### src/rtl/mod_exp_ctrl.sv
// mod_exp_ctrl: left-to-right square-and-multiply sequencer for base^exponent mod N.
// Every modular product is delegated to an external Montgomery multiplier.
// Operands enter the Montgomery domain through r2_mod and leave it with a final MM(x, 1).
module mod_exp_ctrl #(
  parameter int MAX_EXP = 32
) (
  input  logic        clk,
  input  logic        rstn,
  input  logic        sig_start,
  input  logic [7:0]  len,
  input  logic [31:0] base,
  input  logic [31:0] exponent,
  input  logic [5:0]  exp_bits,
  input  logic [31:0] modulus,
  input  logic [31:0] r2_mod,
  output logic        mm_start,
  output logic [7:0]  mm_len,
  output logic [31:0] mm_a,
  output logic [31:0] mm_b,
  output logic [31:0] mm_mod,
  input  logic        mm_end,
  input  logic [31:0] mm_out,
  output logic        busy,
  output logic        module_end,
  output logic [31:0] me_out
);

  localparam logic [5:0]  MAX_BITS = 6'(MAX_EXP);
  localparam logic [31:0] ONE      = 32'd1;

  typedef enum logic [2:0] {
    S_IDLE,
    S_TO_M,
    S_TO_X,
    S_SQUARE,
    S_MULT,
    S_FROM,
    S_DONE
  } state_t;

  state_t      state, state_nxt;

  // Operation context, latched when a start is accepted.
  logic [31:0] base_q;
  logic [31:0] exp_q;
  logic [31:0] r2_q;
  logic [5:0]  ebits_q;
  logic [4:0]  idx;

  // Montgomery-domain working values.
  logic [31:0] m_bar;
  logic [31:0] x_bar;

  // ph_wait: 0 = ISSUE phase, 1 = WAIT phase of the current multiply.
  // skip: set for the first WAIT edge, where the multiplier may still show
  // the module_end of the previous product.
  logic        ph_wait;
  logic        skip;

  logic        accept;
  logic        issue;
  logic        capture;
  logic        idx_dec;
  logic [31:0] op_a;
  logic [31:0] op_b;
  logic [5:0]  ebits_cl;

  // Exponent bit counts beyond the supported width are treated as the maximum.
  function automatic logic [5:0] clamp_bits(input logic [5:0] b);
    return (b > MAX_BITS) ? MAX_BITS : b;
  endfunction

  assign ebits_cl = clamp_bits(exp_bits);

  // Next-state, handshake strobes and operand selection for the current multiply.
  always_comb begin
    state_nxt = state;
    accept    = 1'b0;
    issue     = 1'b0;
    capture   = 1'b0;
    idx_dec   = 1'b0;
    op_a      = '0;
    op_b      = '0;

    case (state)
      S_IDLE: begin
        if (sig_start && !busy) begin
          accept    = 1'b1;
          state_nxt = S_TO_M;
        end
      end
      S_DONE: begin
        state_nxt = S_IDLE;
      end
      default: begin
        if (!ph_wait) begin
          issue = 1'b1;
        end else if (!skip && mm_end) begin
          capture = 1'b1;
        end
      end
    endcase

    case (state)
      S_TO_M: begin
        op_a = base_q;
        op_b = r2_q;
      end
      S_TO_X: begin
        op_a = ONE;
        op_b = r2_q;
      end
      S_SQUARE: begin
        op_a = x_bar;
        op_b = x_bar;
      end
      S_MULT: begin
        op_a = m_bar;
        op_b = x_bar;
      end
      S_FROM: begin
        op_a = x_bar;
        op_b = ONE;
      end
      default: begin
        op_a = '0;
        op_b = '0;
      end
    endcase

    if (capture) begin
      case (state)
        S_TO_M: state_nxt = S_TO_X;
        S_TO_X: state_nxt = (ebits_q != 6'd0) ? S_SQUARE : S_FROM;
        S_SQUARE: begin
          if (exp_q[idx]) begin
            state_nxt = S_MULT;
          end else if (idx == 5'd0) begin
            state_nxt = S_FROM;
          end else begin
            state_nxt = S_SQUARE;
            idx_dec   = 1'b1;
          end
        end
        S_MULT: begin
          if (idx == 5'd0) begin
            state_nxt = S_FROM;
          end else begin
            state_nxt = S_SQUARE;
            idx_dec   = 1'b1;
          end
        end
        S_FROM: state_nxt = S_DONE;
        default: state_nxt = state;
      endcase
    end
  end

  // State register, multiplier handshake, status flags and result register.
  always_ff @(posedge clk) begin
    if (!rstn) begin
      state      <= S_IDLE;
      ph_wait    <= 1'b0;
      skip       <= 1'b0;
      idx        <= '0;
      busy       <= 1'b0;
      module_end <= 1'b0;
      mm_start   <= 1'b0;
      mm_a       <= '0;
      mm_b       <= '0;
      mm_len     <= '0;
      mm_mod     <= '0;
      me_out     <= '0;
    end else begin
      state      <= state_nxt;
      mm_start   <= issue;
      skip       <= issue;
      module_end <= (state == S_DONE);

      if (accept) begin
        busy    <= 1'b1;
        ph_wait <= 1'b0;
        mm_len  <= len;
        mm_mod  <= modulus;
        idx     <= 5'(ebits_cl - 6'd1);
      end else if (state == S_IDLE) begin
        busy <= 1'b0;
      end

      if (issue) begin
        ph_wait <= 1'b1;
        mm_a    <= op_a;
        mm_b    <= op_b;
      end

      if (capture) begin
        ph_wait <= 1'b0;
        if (state == S_FROM) begin
          me_out <= mm_out;
        end
      end

      if (idx_dec) begin
        idx <= idx - 5'd1;
      end
    end
  end

  // Operation context and Montgomery working registers; every value is
  // rewritten before use in each run, so no reset is needed here.
  always_ff @(posedge clk) begin
    if (accept) begin
      base_q  <= base;
      exp_q   <= exponent;
      r2_q    <= r2_mod;
      ebits_q <= ebits_cl;
    end
    if (capture) begin
      case (state)
        S_TO_M:                  m_bar <= mm_out;
        S_TO_X, S_SQUARE, S_MULT: x_bar <= mm_out;
        default: ;
      endcase
    end
  end

endmodule

### config.mk
export PLATFORM = sky130hd
export DESIGN_NAME = mod_exp_ctrl
export DESIGN_NICKNAME = d
export VERILOG_FILES = /design/src/rtl/mod_exp_ctrl.sv
export SDC_FILE = /design/constraint.sdc
export NUM_CORES = 1
export LEC_CHECK = 0
export ABC_AREA = 0
export CORE_UTILIZATION = 44
export DETAILED_ROUTE_END_ITERATION = 7
export PLACE_DENSITY = 0.87
export SLEW_MARGIN = 30
export SYNTH_ARGS = -nofsm -noshare
export SYNTH_HDL_FRONTEND = slang
export SYNTH_SLANG_ARGS = --single-unit
### constraint.sdc
create_clock -name clk -period 4.6 [get_ports clk]
set_input_delay 0.92 -clock clk [delete_from_list [all_inputs] [get_ports clk]]
set_output_delay 0.92 -clock clk [all_outputs]
set_load 0.01 [all_outputs]
==> metrics.md, run 1 <==
| Metric | Value |
|---|---|
| Outcome | finished clean |
| Number of synthesized register bits | 314 |
| Net count after synthesis | 1,232 |
| Commonest cells post-synth | nand2_1 (191), edfxtp_1 (166), dfxtp_1 (148) |
| Pre-Repair DR Iteration Count | 5 |
| Beginning of the worst register-to-register path | idx[1]$_SDFFE_PN0P_ |
| Die span in x | 167.6 um |
| Die Y | 167.6 um |
| Wire per inst | 19.91 um |
| Iter 0 DRT Violations | 846 |
| Mapped Cells | 1,053 |
| Worst Path Max Fanout | 12 |
| Delay-heaviest family, CP | compound AO/OA/AOI/OAI gates |
| Pwr dens | 440.7 nW/um^2 |
| GRT Util Overall | 23.35% |
| Die ar. | 28,100 sq um |
| Top cell type's share of synthesized area | 41.29% |
| CTS Buffer Depth | 3 |
| CP Cell Sequence | buf_4 -> mux2i_1 -> a311o_1 -> a211oi_2 -> a31oi_1 -> nand3_2 -> a21oi_2 -> mux2i_1 -> ha_1 -> nor4b_1 -> o21ai_0 -> a2bb2oi_2 -> o22ai_1 |
| Clock power frac | 37.7% |
| Initial antenna violation count | 2 |
| Hold Path Class | reg2reg |
| Most used cell along the critical path | mux2i_1 |
| Final instance area | 16,620 sq um |
| Post-synthesis sequential area ratio | 65.84% |
| Cell depth of the worst flop-to-flop path | 13 |
| Via density per instance | 5.646 |
| H-tree depth | 2 |
| Ys async rst share | 0% |
| Final ANT Viol Nets | 0 |
| Worst path arrival time | 4050 ps |
| Setup TNS | 0 ps |
| Syn_area_per_cell | 11.46 sq um |
| Vias | 9,599 |
| Final hold violations | 0 |
| Slowest CP cell | dfxtp_1 |
| Number of fill cells | 1,972 |
| Setup-failing EPs final | 0 |
| Register area | 7951 sq um |
| CP Buf/Inv Count | 1 |
| Fin Hold WS | 453.0 ps |
| Flop2flop setup slack | 970 ps |
| HP Start | me_out[6]$_SDFFE_PN0P_ |
| Switch share | 25.52% |
| Max_cap viols | 0 |
| Cell accounting for the most synthesized area | edfxtp_1 |
| PortBufs | 316 |
| Top-count cell post-synth | nand2_1 |
| Critical path launch point type | flop |
| Mapped cell area | 12,070 sq um |
| Final min period | 3629 ps |
| First-pass GRT wire length | 51,320 um |
| Top_reg_cell synth | edfxtp_1 |
| Resized Gates After CTS | 0 |
| Total Routed Length | 33,840 um |
| Area of the multi-input gates | 3791 sq um |
| Ports | 317 |
| Clk sinks | 314 |
| Largest family of logic cells by synthesized area | compound AO/OA/AOI/OAI gates |
| Post-Synth Simple-Gate Area | 10.61% |
| Number of global-route vias before repair | 9,511 |
| Setup Fix Bufs, Post-CTS | 0 |
| Clock Skew | 14.98 ps |
| Crit path capture type | flop |
| Actual slew at the worst max-slew pin | 969.8 ps |
| Reg clk slew, reported paths | 60 ps |
| Drt drc | 0 |
| Root buffer cell | clkbuf_16 |
| Power, Total | 7.326 mW |
| Combinational cell fraction of total power | 16.5% |
| Synthesis-to-layout area growth | 37.70% |
| Grt total ovfl | 0 |
| Core Box Area | 26,950 sq um |
| DP HPWL | 22,490 um |
| EDFF count, synth | 166 |
| Reg power frac | 45.8% |
| Relative slew slack | 35.35% |
| CP startpoint | idx[1]$_SDFFE_PN0P_ |
| Layout cells sized above 1 | 8.475% |
| Cell Rows | 60 |
| CP required | 5020 ps |
| Post-DP Area | 15,480 sq um |
| XOR/XNOR Fraction of Synth Area | 0.07255% |
| CTS buffer count | 34 |
| RSZ-0062 raised after global routing | false |
| CTS tree | done |
| Layout Nets | 1,511 |
| Worst Setup EP | idx[4]$_SDFFE_PN0P_ |
| Tcrit/Tclk final | 78.88% |
| Pin count of the biggest net entering global routing | 116 |
| Static leakage | 5.603 nW |
| Warnings from Yosys | 0 |
| Largest cells by area after synthesis | edfxtp_1 (41%), dfxtp_1 (25%), a22oi_1 (6.0%) |
| Hold-fix buffers, CTS | 0 |
| Adder-Cell Fraction of Synth Area | 0.1036% |
| Maximum vdd ir drop | 0.0002941 V |
| Kind of critical path | reg2reg |
| Cell-internal power | 5.457 mW |
| Max Freq | 0.2756 GHz |
| Mux share of post-synthesis cell area | 4.664% |
| Distinct cells, synth | 56 |
| Worst r2r dst | idx[4]$_SDFFE_PN0P_ |
| Net Sw Power | 1.869 mW |
| Slowest stage delay, CP | 580 ps |
| Synth Area in Compound Gates | 15.61% |
| Skew-Pair Late Insertion Delay | 500 ps |
| Initial Util | 44.79% |
| GPL Wtd Cong | 0.8317 |
| WP depth | 13 |
| Max-slew violations | 0 |
-- power groups by stage --
stage,Combinational (mW),Sequential [mW],Clock (mW)
floorplan,0.666,3.38,0
global placement,1.17,3.39,0
detailed placement,1.21,3.41,0
CTS,1.21,3.35,2.81
global route,1.30,3.37,2.92
finish,1.21,3.35,2.76
-- logic make-up (layout without fill, tap and decap cells) --
logic type	count (synthesis)	in the layout
compound gates	282	282
buf+inv	92	396
flops	314	314
fa+ha+maj	1	1
simple gates	312	312
mux	51	51
xor+xnor	1	1
other cells	0	2
-- flip-flops by register name, indices dropped and copies added (netlist names), 6 cells and up --
register / cells
base_q: 32
exp_q: 32
m_bar: 32
me_out: 32
mm_a: 32
mm_b: 32
mm_mod: 32
r2_q: 32
x_bar: 32
mm_len: 8
ebits_q: 6
-- layer usage --
metal / global-route usage (%) / routed length (um) / vias to the layer above
li1: - / - / 4378
met1: 28.03 / 13310 / 4653
met2: 40.29 / 16630 / 476
met3: 4.136 / 2476 / 92
met4: 11.81 / 1423 / 0
met5: 0 / 0 / -
-- placed cells by master (no fill, tap or decap), types with 5 or more instances in the layout --
| master | instances |
|---|---|
| nor2_1 | 80 |
| nand2_1 | 191 |
| clkdlybuf4s50_1 | 316 |
| clkbuf_16 | 35 |
| clkbuf_1 | 11 |
| dfxtp_1 | 145 |
| nor2b_1 | 10 |
| a21oi_1 | 79 |
| a22oi_1 | 97 |
| clkbuf_8 | 5 |
| a22o_1 | 33 |
| a31oi_1 | 6 |
| edfxtp_1 | 166 |
| o21ai_0 | 42 |
| mux2i_1 | 18 |
| mux2_2 | 32 |
| buf_4 | 13 |
-- cell type report --
type                    count  area share [%]
diodes                      2         0.03011
clock buffers              51           5.932
clock inverters            10          0.9334
repair buffers            330           19.74
flip-flops and latches    314           47.84
inverters                   5          0.1581
well taps                 341           2.567
multi-input cells         647           22.81
-- through the flow --
| step | utilization [%] | setup WS (ps) | instances |
|---|---|---|---|
| finish | 61.68 | 971.3 | 1700 |
| global route | 61.68 | 721.1 | 1700 |
| CTS | 61.66 | 1005 | 1698 |
| detailed placement | 57.42 | 733.9 | 1637 |
| global placement | 57.41 | 912.2 | 1637 |
| floorplan | - | 1477 | 1053 |
-- worst reg2reg max path, delay by kind of cell, from the launching register on --
family | cells | cell delay (ps)
buffers and inverters | 1 | 310
muxes | 2 | 490
adders and majority gates | 1 | 280
and+or+nand+nor | 2 | 420
AOI/OAI and AO/OA | 7 | 1470
DFF | 1 | 580
-- how the worst min path moves through the flow --
stage	to	depth (start not counted)	slack [ps]
6_report	me_out[6]$_SDFFE_PN0P_	2	450
5_1_grt	me_out[10]$_SDFFE_PN0P_	2	470
4_1_cts	me_out[10]$_SDFFE_PN0P_	2	460
3_5_place_dp	me_out[10]$_SDFFE_PN0P_	2	450
3_3_place_gp	mm_mod[19]$_SDFFE_PN0P_	2	440
2_1_floorplan	me_out[0]$_SDFFE_PN0P_	2	480
(Power assumes the default switching activity.)
==> run 2: changes to the inputs <==
- clock period: 4.6 -> 3.2 ns (I/O delays scaled with it)
==> run 2 against run 1 <==
Critical endpoint unchanged. Wire length grew 0.15%. Sequential share of layout area fell by 0.19 points. Flip-flop and latch count stayed put.
==> metrics.md, run 2 (same netlist as run 1, synthesis figures left out) <==
| Metric | Value |
|---|---|
| Worst path arrival time | 3340 ps |
| Most common cell after layout, fill and taps aside | clkdlybuf4s50_1 |
| Slowest CP cell | mux4_2 |
| Skew-Pair Late Insertion Delay | 500 ps |
| Hold Path Class | reg2reg |
| CTS buffer count | 34 |
| Die Y | 167.6 um |
| GRT Util Overall | 23.82% |
| Pre-Repair DR Iteration Count | 6 |
| RSZ-0062 raised after global routing | false |
| Total Routed Length | 33,900 um |
| Root buffer cell | clkbuf_16 |
| Reg clk slew, reported paths | 60 ps |
| Max_cap viols | 0 |
| Max-slew violations | 0 |
| Synthesis-to-layout area growth | 38.28% |
| Setup-failing EPs final | 0 |
| Kind of critical path | reg2reg |
| Cell Rows | 60 |
| Clock Skew | 15.30 ps |
| Iter 0 DRT Violations | 921 |
| Initial Util | 44.79% |
| Clk sinks | 314 |
| Via density per instance | 5.566 |
| Actual slew at the worst max-slew pin | 820.5 ps |
| First-pass GRT wire length | 52,460 um |
| Final ANT Viol Nets | 0 |
| Tcrit/Tclk final | 90.97% |
| Cell depth of the worst flop-to-flop path | 12 |
| Slowest stage delay, CP | 520 ps |
| Worst r2r dst | idx[4]$_SDFFE_PN0P_ |
| Beginning of the worst register-to-register path | idx[1]$_SDFFE_PN0P_ |
| H-tree depth | 2 |
| CP required | 3630 ps |
| Relative slew slack | 45.30% |
| Core Box Area | 26,950 sq um |
| PortBufs | 316 |
| Grt total ovfl | 0 |
| Die ar. | 28,100 sq um |
| Maximum vdd ir drop | 0.0003741 V |
| Critical path launch point type | flop |
| Number of fill cells | 2,029 |
| Static leakage | 5.620 nW |
| CTS tree | done |
| Crit path capture type | flop |
| Wire per inst | 19.83 um |
| Pin count of the biggest net entering global routing | 91 |
| Power, Total | 10.26 mW |
| Hold-fix buffers, CTS | 0 |
| DP HPWL | 22,420 um |
| Min-Delay Path Depth | 2 |
| Vias | 9,512 |
| Flop2flop setup slack | 290 ps |
| Final hold violations | 0 |
| Worst Path Max Fanout | 6 |
| CTS Buffer Depth | 3 |
| GPL Wtd Cong | 0.8479 |
| HP Start | me_out[24]$_SDFFE_PN0P_ |
| Layout Nets | 1,520 |
| Layout cells sized above 1 | 9.078% |
| Pwr dens | 614.5 nW/um^2 |
| Outcome | finished clean |
| Number of global-route vias before repair | 9,650 |
| Ports | 317 |
| Commonest non-fill, non-tap cells in the layout | clkdlybuf4s50_1 (316), nand2_1 (191), edfxtp_1 (166) |
| Final min period | 2911 ps |
| Drt drc | 0 |
| CP Cell Sequence | mux4_2 -> nor2_1 -> nor4_1 -> a31oi_2 -> nand3_2 -> a21oi_4 -> mux2i_1 -> ha_2 -> nor4b_2 -> o21ai_0 -> a2bb2oi_2 -> o22ai_1 |
| Hold path endpoint | me_out[24]$_SDFFE_PN0P_ |
| Die span in x | 167.6 um |
| Max Freq | 0.3435 GHz |
| Setup TNS | 0 ps |
| Initial antenna violation count | 3 |
-- run 2: stage by stage --
stage / instances / instance area [sq um] / setup WS [ps] / util, % / hold WS (ps)
2_1_floorplan: 1053 / 12070 / 357.2 / - / 480.5
3_3_place_gp: 1646 / 15630 / 208.7 / 57.99 / 440.5
3_5_place_dp: 1646 / 15630 / 62.54 / 57.99 / 448.1
4_1_cts: 1707 / 16660 / 34.05 / 61.83 / 454.9
5_1_grt: 1709 / 16690 / 4.861 / 61.94 / 466.7
6_report: 1709 / 16690 / 289.0 / 61.94 / 453.6
-- run 2: layout make-up --
type,instances,area (sq um),share of cell area (%)
Multi-Input combinational cell,647,3811,22.83
Clock buffer,46,927.1,5.554
Clock inverter,15,107.6,0.6446
Antenna cell,2,5.005,0.02998
Inverter,5,26.28,0.1574
Tap cell,341,426.7,2.556
Sequential cell,314,7953,47.64
Timing Repair Buffer,339,3436,20.58
-- run 2: critical path: cells and delay by family, from the launching register on --
family | cells | cell delay, ps
flip-flops | 1 | 410
adder cells (fa/ha/maj) | 1 | 260
multiplexers | 2 | 750
AO/OA/AOI/OAI | 5 | 880
AND/OR/NAND/NOR | 4 | 550
-- run 2: how the worst max path moves through the flow --
stage	from	end	slack (ps)	cells after the start
after floorplan	mm_end	x_bar[0]$_DFFE_PP_	360	2
after global placement	mm_end	idx[4]$_SDFFE_PN0P_	210	10
after detailed placement	idx[2]$_SDFFE_PN0P_	idx[4]$_SDFFE_PN0P_	60	12
after CTS	idx[2]$_SDFFE_PN0P_	idx[4]$_SDFFE_PN0P_	30	12
after global routing	idx[1]$_SDFFE_PN0P_	idx[4]$_SDFFE_PN0P_	5	12
final	idx[1]$_SDFFE_PN0P_	idx[4]$_SDFFE_PN0P_	290	12
-- run 2: metal layers --
metal	GRT usage (%)	part of all wire [%]	wire length [um]	vias to the layer above
li1	-	-	-	4408
met1	28.94	39	13390	4571
met2	41.18	50	16830	447
met3	5.011	7.7	2594	84
met4	9.693	3.2	1073	2
met5	0	0.038	13	-
-- run 2: where the power goes --
group	switching, mW	leakage (nW)	internal (mW)	total, mW
registers	0.166	2.74	4.61	4.78
logic	1.02	2.38	0.810	1.83
clock network	1.53	0.495	2.12	3.65
-- run 2: timing repair --
item,in CTS,in global routing
setup buffers,0,0
gates resized for setup,0,5
setup endpoints to repair,0,1
